**src/rtl/trng32.sv**
```systemverilog
// 32-bit random-number source: a 64-bit Galois LFSR noise core, optionally mixed with a
// ring-oscillator bank, feeds a rotating conditioning register with a saturating warm-up gate.
module trng32 #(
    parameter logic [63:0] SEED   = 64'h0000_0000_0000_0001,
    parameter int unsigned WARMUP = 8,
    parameter bit          USE_RO = 1'b0
) (
    input  logic        clk,
    input  logic        rst_n,
    input  logic        en,
    output logic [31:0] R,
    output logic        valid
);

    localparam logic [63:0] MASK      = 64'hD800_0000_0000_0000;
    // An all-zero seed would lock the LFSR, so it is replaced by 1.
    localparam logic [63:0] SEED_INIT = (SEED == 64'd0) ? 64'd1 : SEED;
    localparam logic [7:0]  WARM      = 8'(WARMUP);

    logic [63:0] s_q;
    logic [63:0] s_d;
    logic [31:0] r_d;
    logic [7:0]  cnt_q;
    logic [7:0]  cnt_d;
    logic        valid_d;
    logic [31:0] ro;

    always_comb begin
        s_d     = (s_q >> 1) ^ (s_q[0] ? MASK : 64'd0);
        r_d     = {R[30:0], R[31]} ^ s_d[63:32] ^ s_d[31:0] ^ ro;
        cnt_d   = (cnt_q == WARM) ? cnt_q : cnt_q + 8'd1;
        valid_d = (cnt_d == WARM);
    end

    always_ff @(posedge clk or negedge rst_n) begin
        if (!rst_n) begin
            s_q   <= SEED_INIT;
            R     <= 32'd0;
            cnt_q <= 8'd0;
            valid <= 1'b0;
        end else if (en) begin
            s_q   <= s_d;
            R     <= r_d;
            cnt_q <= cnt_d;
            valid <= valid_d;
        end
    end

    if (USE_RO) begin : g_ro
        for (genvar i = 0; i < 32; i++) begin : g_osc
            // Free-running 3-inverter loop; attributes stop synthesis from collapsing it.
            (* keep = "true", dont_touch = "true" *) logic n0;
            (* keep = "true", dont_touch = "true" *) logic n1;
            (* keep = "true", dont_touch = "true" *) logic n2;
            logic [1:0] sync_q;

            assign n1 = ~n0;
            assign n2 = ~n1;
            assign n0 = ~n2;

            // Synchronizers run regardless of en.
            always_ff @(posedge clk or negedge rst_n) begin
                if (!rst_n) begin
                    sync_q <= 2'b00;
                end else begin
                    sync_q <= {sync_q[0], n2};
                end
            end

            assign ro[i] = sync_q[1];
        end
    end else begin : g_no_ro
        assign ro = 32'd0;
    end

endmodule

```
**config.mk**
```make
export PLATFORM = sky130hd
export DESIGN_NAME = trng32
export DESIGN_NICKNAME = d
export VERILOG_FILES = /design/src/rtl/trng32.sv
export SDC_FILE = /design/constraint.sdc
export NUM_CORES = 1
export LEC_CHECK = 0
export CORE_AREA = 2 2 135 137
export DETAILED_ROUTE_END_ITERATION = 12
export DIE_AREA = 0 0 137 139
export HOLD_SLACK_MARGIN = 0.15
export PLACE_DENSITY = 0.53
export SETUP_SLACK_MARGIN = 0.15
export SLEW_MARGIN = 30
export SYNTH_ARGS = -nofsm -noshare
export SYNTH_HDL_FRONTEND = slang
export SYNTH_SLANG_ARGS = --single-unit
```
**constraint.sdc**
```tcl
create_clock -name clk -period 1.4 [get_ports clk]
set_input_delay 0.35 -clock clk [delete_from_list [all_inputs] [get_ports clk]]
set_output_delay 0.35 -clock clk [all_outputs]
set_load 0.02 [all_outputs]
```
== Word level (Yosys, flattened, before mapping) ==
Cells that the tools add are included.

* Div/mod/pow operators: 0
* Reductions and logical operators: 0
* Magnitude comparators: 0
* Eq/ne operators: 2
* Shifts and indexed selects: 0
* Bitwise operators: 3
* Add/sub/neg operators: 1
* Muxes and demuxes: 2
* Multiply operators: 0

{| class="wikitable"
|+ Operators with widths
! kind !! count
|-
| $mux W64 || 1
|-
| $xor A32 B32 Y32 || 2
|-
| $xor A63 B64 Y64 || 1
|-
| $eq A8 B4 Y1 const B || 2
|-
| $add A8 B1 Y8 const B || 1
|-
| $mux W8 || 1
|}

* Input bits: 3
* Output and inout bits: 33
* Bits in read-only memories: 0
* Bits in registers: 105
* RAM bits: 0
* Bits in latches: 0
* Logic and storage cells: 12
* Memories: 0

== Longest topological paths before layout ==
* Depth in word-level cells: 4
* Gate-level depth with buffers: 5
* Gate-level depth less buffers: 5

== Worst setup path after synthesis ==
OpenSTA, ideal clock, no wires.

* Path kind: flip-flop to flip-flop
* Start: register cnt_q[4]
* End: register cnt_q[1]
* Cell stages (with the launch flop): 5
* Path slack: 0.076 ns
* Period minus slack after synthesis: 1.324 ns
* Arrival time: 1.200 ns
* Required time: 1.275 ns
* Setup time: 0.125 ns
* Buffers on the path: 0
* Cells stage by stage: dfrtp_1 -> nor3_2 -> nand4_2 -> nand2_1 -> mux2_2

* Cells in the longest elaborated chain, start to end: 2

{| class="wikitable"
|+ Ends and longest elaborated chain
! element !! line !! text
|-
| from (decl) || 23 || <nowiki>logic [7:0] cnt_q;</nowiki>
|-
| from (signal assigned) || 44 || <nowiki>cnt_q <= cnt_d;</nowiki>
|-
| $eq A8 B4 Y1 || 31 || <nowiki>cnt_d = (cnt_q == WARM) ? cnt_q : cnt_q + 8'd1;</nowiki>
|-
| $mux W8 || 31 ||
|}

No other way between the ends.
A chain may end at the register's enable or synchronous reset.

== Worst setup path in the final report ==
* Start: register cnt_q[6]
* End: register valid

* Cells in the longest elaborated chain, start to end: 3
* Elaborated cells on any way between the ends: 4
* Those cells by class: add/sub: 1; eq/ne: 2; mux: 1

{| class="wikitable"
|+ Ends and longest elaborated chain
! element !! line !! text
|-
| $add A8 B1 Y8 or $eq A8 B4 Y1 (tied branches) || 31 ||
|-
| $mux W8 (*) || 31 ||
|-
| $eq A8 B4 Y1 (*) || 32 || <nowiki>valid_d = (cnt_d == WARM);</nowiki>
|-
| to (signal assigned) || 45 || <nowiki>valid <= valid_d;</nowiki>
|-
| to (decl) || 12 || <nowiki>output logic valid</nowiki>
|}

Every way passes the cells marked *; elsewhere a longest branch is shown, timed or not.

==> qor.log <==
[detailed_routing] Antenna Nets Post-Route 0
[yosys] prevailing post-synth register cell sky130_fd_sc_hd__dfrtp_1
[worst_setup_path] Crit Path Category reg2reg
[detailed_routing] routed wire length per instance 13.0 um
[placed_design] HPWL after detailed placement 5.59 mm
[die] number of core rows 49
[clock_tree] clock transition at the registers of the reported paths 60 ps
[global_route] number of antenna violations at the first check in global routing 0
[finish] final cell count without fillers 652
[timing] aggregate negative setup slack 0 ps
[detailed_routing] first-pass detailed-route iteration total 4
[detailed_routing] detailed router's first-iteration violation count 126
[detailed_routing] routed via count 2,736
[finish] Layout Utilization 35.1%
[die] die extent in y 139 um
[global_route] number of global-route vias before repair 2,986
[timing] number of slew-limit violations in the final report 0
[global_route] overall routing resource usage 9.65%
[clock_tree] TritonCTS Buffers 9
[finish] Nets 423
[yosys] mean instance size in the synthesized netlist 14.1 um2
[timing] worst slew slack as a fraction of its limit 73.0%
[worst_setup_path] cell at the slowest stage of the critical path sky130_fd_sc_hd__or4b_1
[global_route] wire length of the first global-routing pass 14.6 mm
[clock_tree] clock latency at the later pin of the worst-skew pair 340 ps
[placed_design] final weighted congestion in routability-driven placement 0.763
[worst_setup_path] cell chain of the critical path or4b_1 -> o22ai_1 -> a21boi_2
[clock_tree] TritonCTS clock tree built
[finish] Filler Cell Count 1,740
[job] Maximum Capacitance Violations 0
[detailed_routing] DRC violations left 0
[worst_setup_path] Buffers & Inverters on Critical Path 0
[yosys] nets in the synthesized netlist 333
[worst_setup_path] critical path data required time 1670 ps
[yosys] EDFF count, synth 0
[yosys] Seq/Total Area, Yosys 56.7%
[timing] slew at the pin closest to its max-slew limit 405 ps
[die] Core Footprint 17,700 um2
[yosys] share of flip-flops with an asynchronous set or reset 100%
[yosys] Synth cell types 25
[yosys] cell type contributing the most total cell area after synthesis sky130_fd_sc_hd__dfrtp_1
[finish] P&R area growth vs syn 33.7%
[clock_tree] clk sink count 105
[pwr] VDD IR-drop max 1.18 mV
[worst_hold_path] class of the most critical hold timing path in2reg
[timing] highest clock rate 0.752 GHz
[outcome] status complete, no violations
[clock_tree] maximum level of the CTS H-tree 3
[pwr] PnR Total Power 13.5 mW
[clock_tree] root buffer cell sky130_fd_sc_hd__clkbuf_16
[die] die boundary width 137 um
[timing] clock tree skew after final layout 6.91 ps
[yosys] number of storage elements in the synthesis netlist 105
[worst_setup_path] family of cells with the greatest summed delay on the critical path simple AND/OR/NAND/NOR gates
[detailed_routing] vias per cell 4.20
[placed_design] placed cells 619
[yosys] netlist area before placement 4640 um2
[timing] total count of hold-check failures in the final report 0
[worst_setup_path] WP data arrival 1600 ps
[worst_setup_path] critical path endpoint category flip-flop
[placed_design] Post-DP Area 5610 um2
[timing] unrepaired setup endpoints after global routing yes
[timing] Setup violations, final 0
[timing] clock period minus final worst setup slack 1330 ps
[pwr] total power density per cell area 2180 nW/um2
[worst_setup_path] Crit Path Max Fanout 4
[detailed_routing] Total Wirelength 8.45 mm
[finish] diode insertion count for antenna repair 0
[yosys] cell with the most instances after synthesis sky130_fd_sc_hd__dfrtp_1
[timing] crit share post-route 95.0%
[finish] layout cells sized above 1 52.7%
[clock_tree] buffer depth of the longest clock path 2
[yosys] portion of synthesized cell area occupied by the leading cell type 56.1%
[die] Die Footprint 19,000 um2
[placed_design] count of input and output buffers 35
[die] initial cell density of the core 26.3%
[worst_setup_path] element type at the critical path start flip-flop
[yosys] cells after synthesis 328
[pwr] static power due to leakage 2.67 nW
[finish] final instance area 6200 um2
[yosys] top cells by count, synth sky130_fd_sc_hd__dfrtp_1 (104), sky130_fd_sc_hd__mux2_2 (91), sky130_fd_sc_hd__xnor2_1 (71), sky130_fd_sc_hd__buf_2 (12), sky130_fd_sc_hd__nor2_1 (9)
[yosys] Synth warnings 0
[global_route] leftover overflow at the end of global routing 0
[global_route] maximum number of pins on one net before global-route repair 27
[yosys] top cells by area in the synthesized netlist sky130_fd_sc_hd__dfrtp_1 (56%), sky130_fd_sc_hd__mux2_2 (22%), sky130_fd_sc_hd__xnor2_1 (13%), sky130_fd_sc_hd__buf_2 (1.3%), sky130_fd_sc_hd__nor2_1 (0.73%)
[die] count of boundary I/O pins 36
[worst_setup_path] delay of the slowest critical-path stage 550 ps
layout by cell type, fill, tap and decap left out, types with 2 or more instances in the layout:
cell type / instances
sky130_fd_sc_hd__xor2_1: 3
sky130_fd_sc_hd__nand2_1: 4
sky130_fd_sc_hd__ha_4: 2
sky130_fd_sc_hd__dfrtp_2: 2
sky130_fd_sc_hd__buf_4: 52
sky130_fd_sc_hd__nand4_1: 3
sky130_fd_sc_hd__buf_12: 7
sky130_fd_sc_hd__buf_6: 34
sky130_fd_sc_hd__xnor2_2: 10
sky130_fd_sc_hd__dfrtp_1: 102
sky130_fd_sc_hd__nand3_1: 2
sky130_fd_sc_hd__nor2_1: 8
sky130_fd_sc_hd__mux2_4: 2
sky130_fd_sc_hd__o21ai_0: 2
sky130_fd_sc_hd__clkbuf_8: 3
sky130_fd_sc_hd__clkbuf_16: 9
sky130_fd_sc_hd__xnor2_1: 61
sky130_fd_sc_hd__mux2_2: 89
sky130_fd_sc_hd__a21oi_1: 6
timing repair:
item,in CTS,in global routing
cloned,0,0
hold endpoints to repair,19,0
pin swaps,2,7
buffers inserted,13,3
resized for setup,185,35
endpoints found under the setup margin,36,47
hold buffers,1,0
sequential cells by signal (all words and copies together), names as in the netlist:
signal  count
s_q        64
R          32
cnt_q       8
valid       1
per-layer routing:
| layer | part of all wire, % | global-route usage [%] | up-vias |
|---|---|---|---|
| met1 | 49 | 12.9 | 1368 |
| met3 | 3.1 | 2.45 | 16 |
| li1 | - | - | 1306 |
| met5 | 0 | 0 | - |
| met4 | 2.7 | 5.10 | 0 |
| met2 | 45 | 14.2 | 46 |
area by class of cell:
| class | count | area [um2] | area share, % |
|---|---|---|---|
| Timing Repair Buffer | 94 | 923 | 14.9 |
| Inverter | 3 | 13.8 | 0.222 |
| Multi-Input combinational cell | 205 | 2050 | 33.1 |
| Clock buffer | 13 | 270 | 4.36 |
| Clock inverter | 3 | 21.3 | 0.343 |
| Tap cell | 229 | 287 | 4.62 |
| Sequential cell | 105 | 2630 | 42.5 |
through the flow:
| step | hold slack [ps] | setup slack, ps |
|---|---|---|
| floorplan | 54.4 | 139 |
| global placement | 312 | 57.5 |
| detailed placement | 316 | 39.8 |
| CTS | 402 | 80.7 |
| global route | 442 | 27.4 |
| finish | 408 | 70.1 |
where the power goes:
| group | switching (mW) | internal [mW] | leakage, nW | total [mW] |
|---|---|---|---|---|
| Clock | 1.12 | 1.36 | 0.142 | 2.47 |
| Combinational | 2.37 | 3.73 | 1.22 | 6.10 |
| Sequential | 0.891 | 4.03 | 1.30 | 4.92 |
| Total | 4.38 | 9.12 | 2.67 | 13.5 |
kinds of logic after synthesis:
logic type	after synthesis	synth area share, %
DFF	105	56.7
muxes	91	22.1
xor gates and xnor gates	74	14.0
and+or+nand+nor	25	2.86
buffers and inverters	18	2.02
AOI/OAI and AO/OA	13	1.78
adders and majority gates	2	0.540
worst paths after layout:
path                          start  cells past startpoint        to  slack (ps)
max in group asynchronous     rst_n                      3     R[22]         450
setup / recovery           cnt_q[6]                      3     valid          70
setup reg to reg           cnt_q[6]                      3     valid          70
hold / removal                   en                      4  cnt_q[2]         410
hold reg to reg            cnt_q[7]                      1  cnt_q[7]         520
min in group asynchronous     rst_n                      2      R[3]         480
tightest hold or removal path, stage by stage:
cell                      delay, ps
sky130_fd_sc_hd__buf_4          140
sky130_fd_sc_hd__nand2_1         90
sky130_fd_sc_hd__nand2_1         50
sky130_fd_sc_hd__o21ai_0         70
No activity file was read; power rests on OpenSTA's default activity.
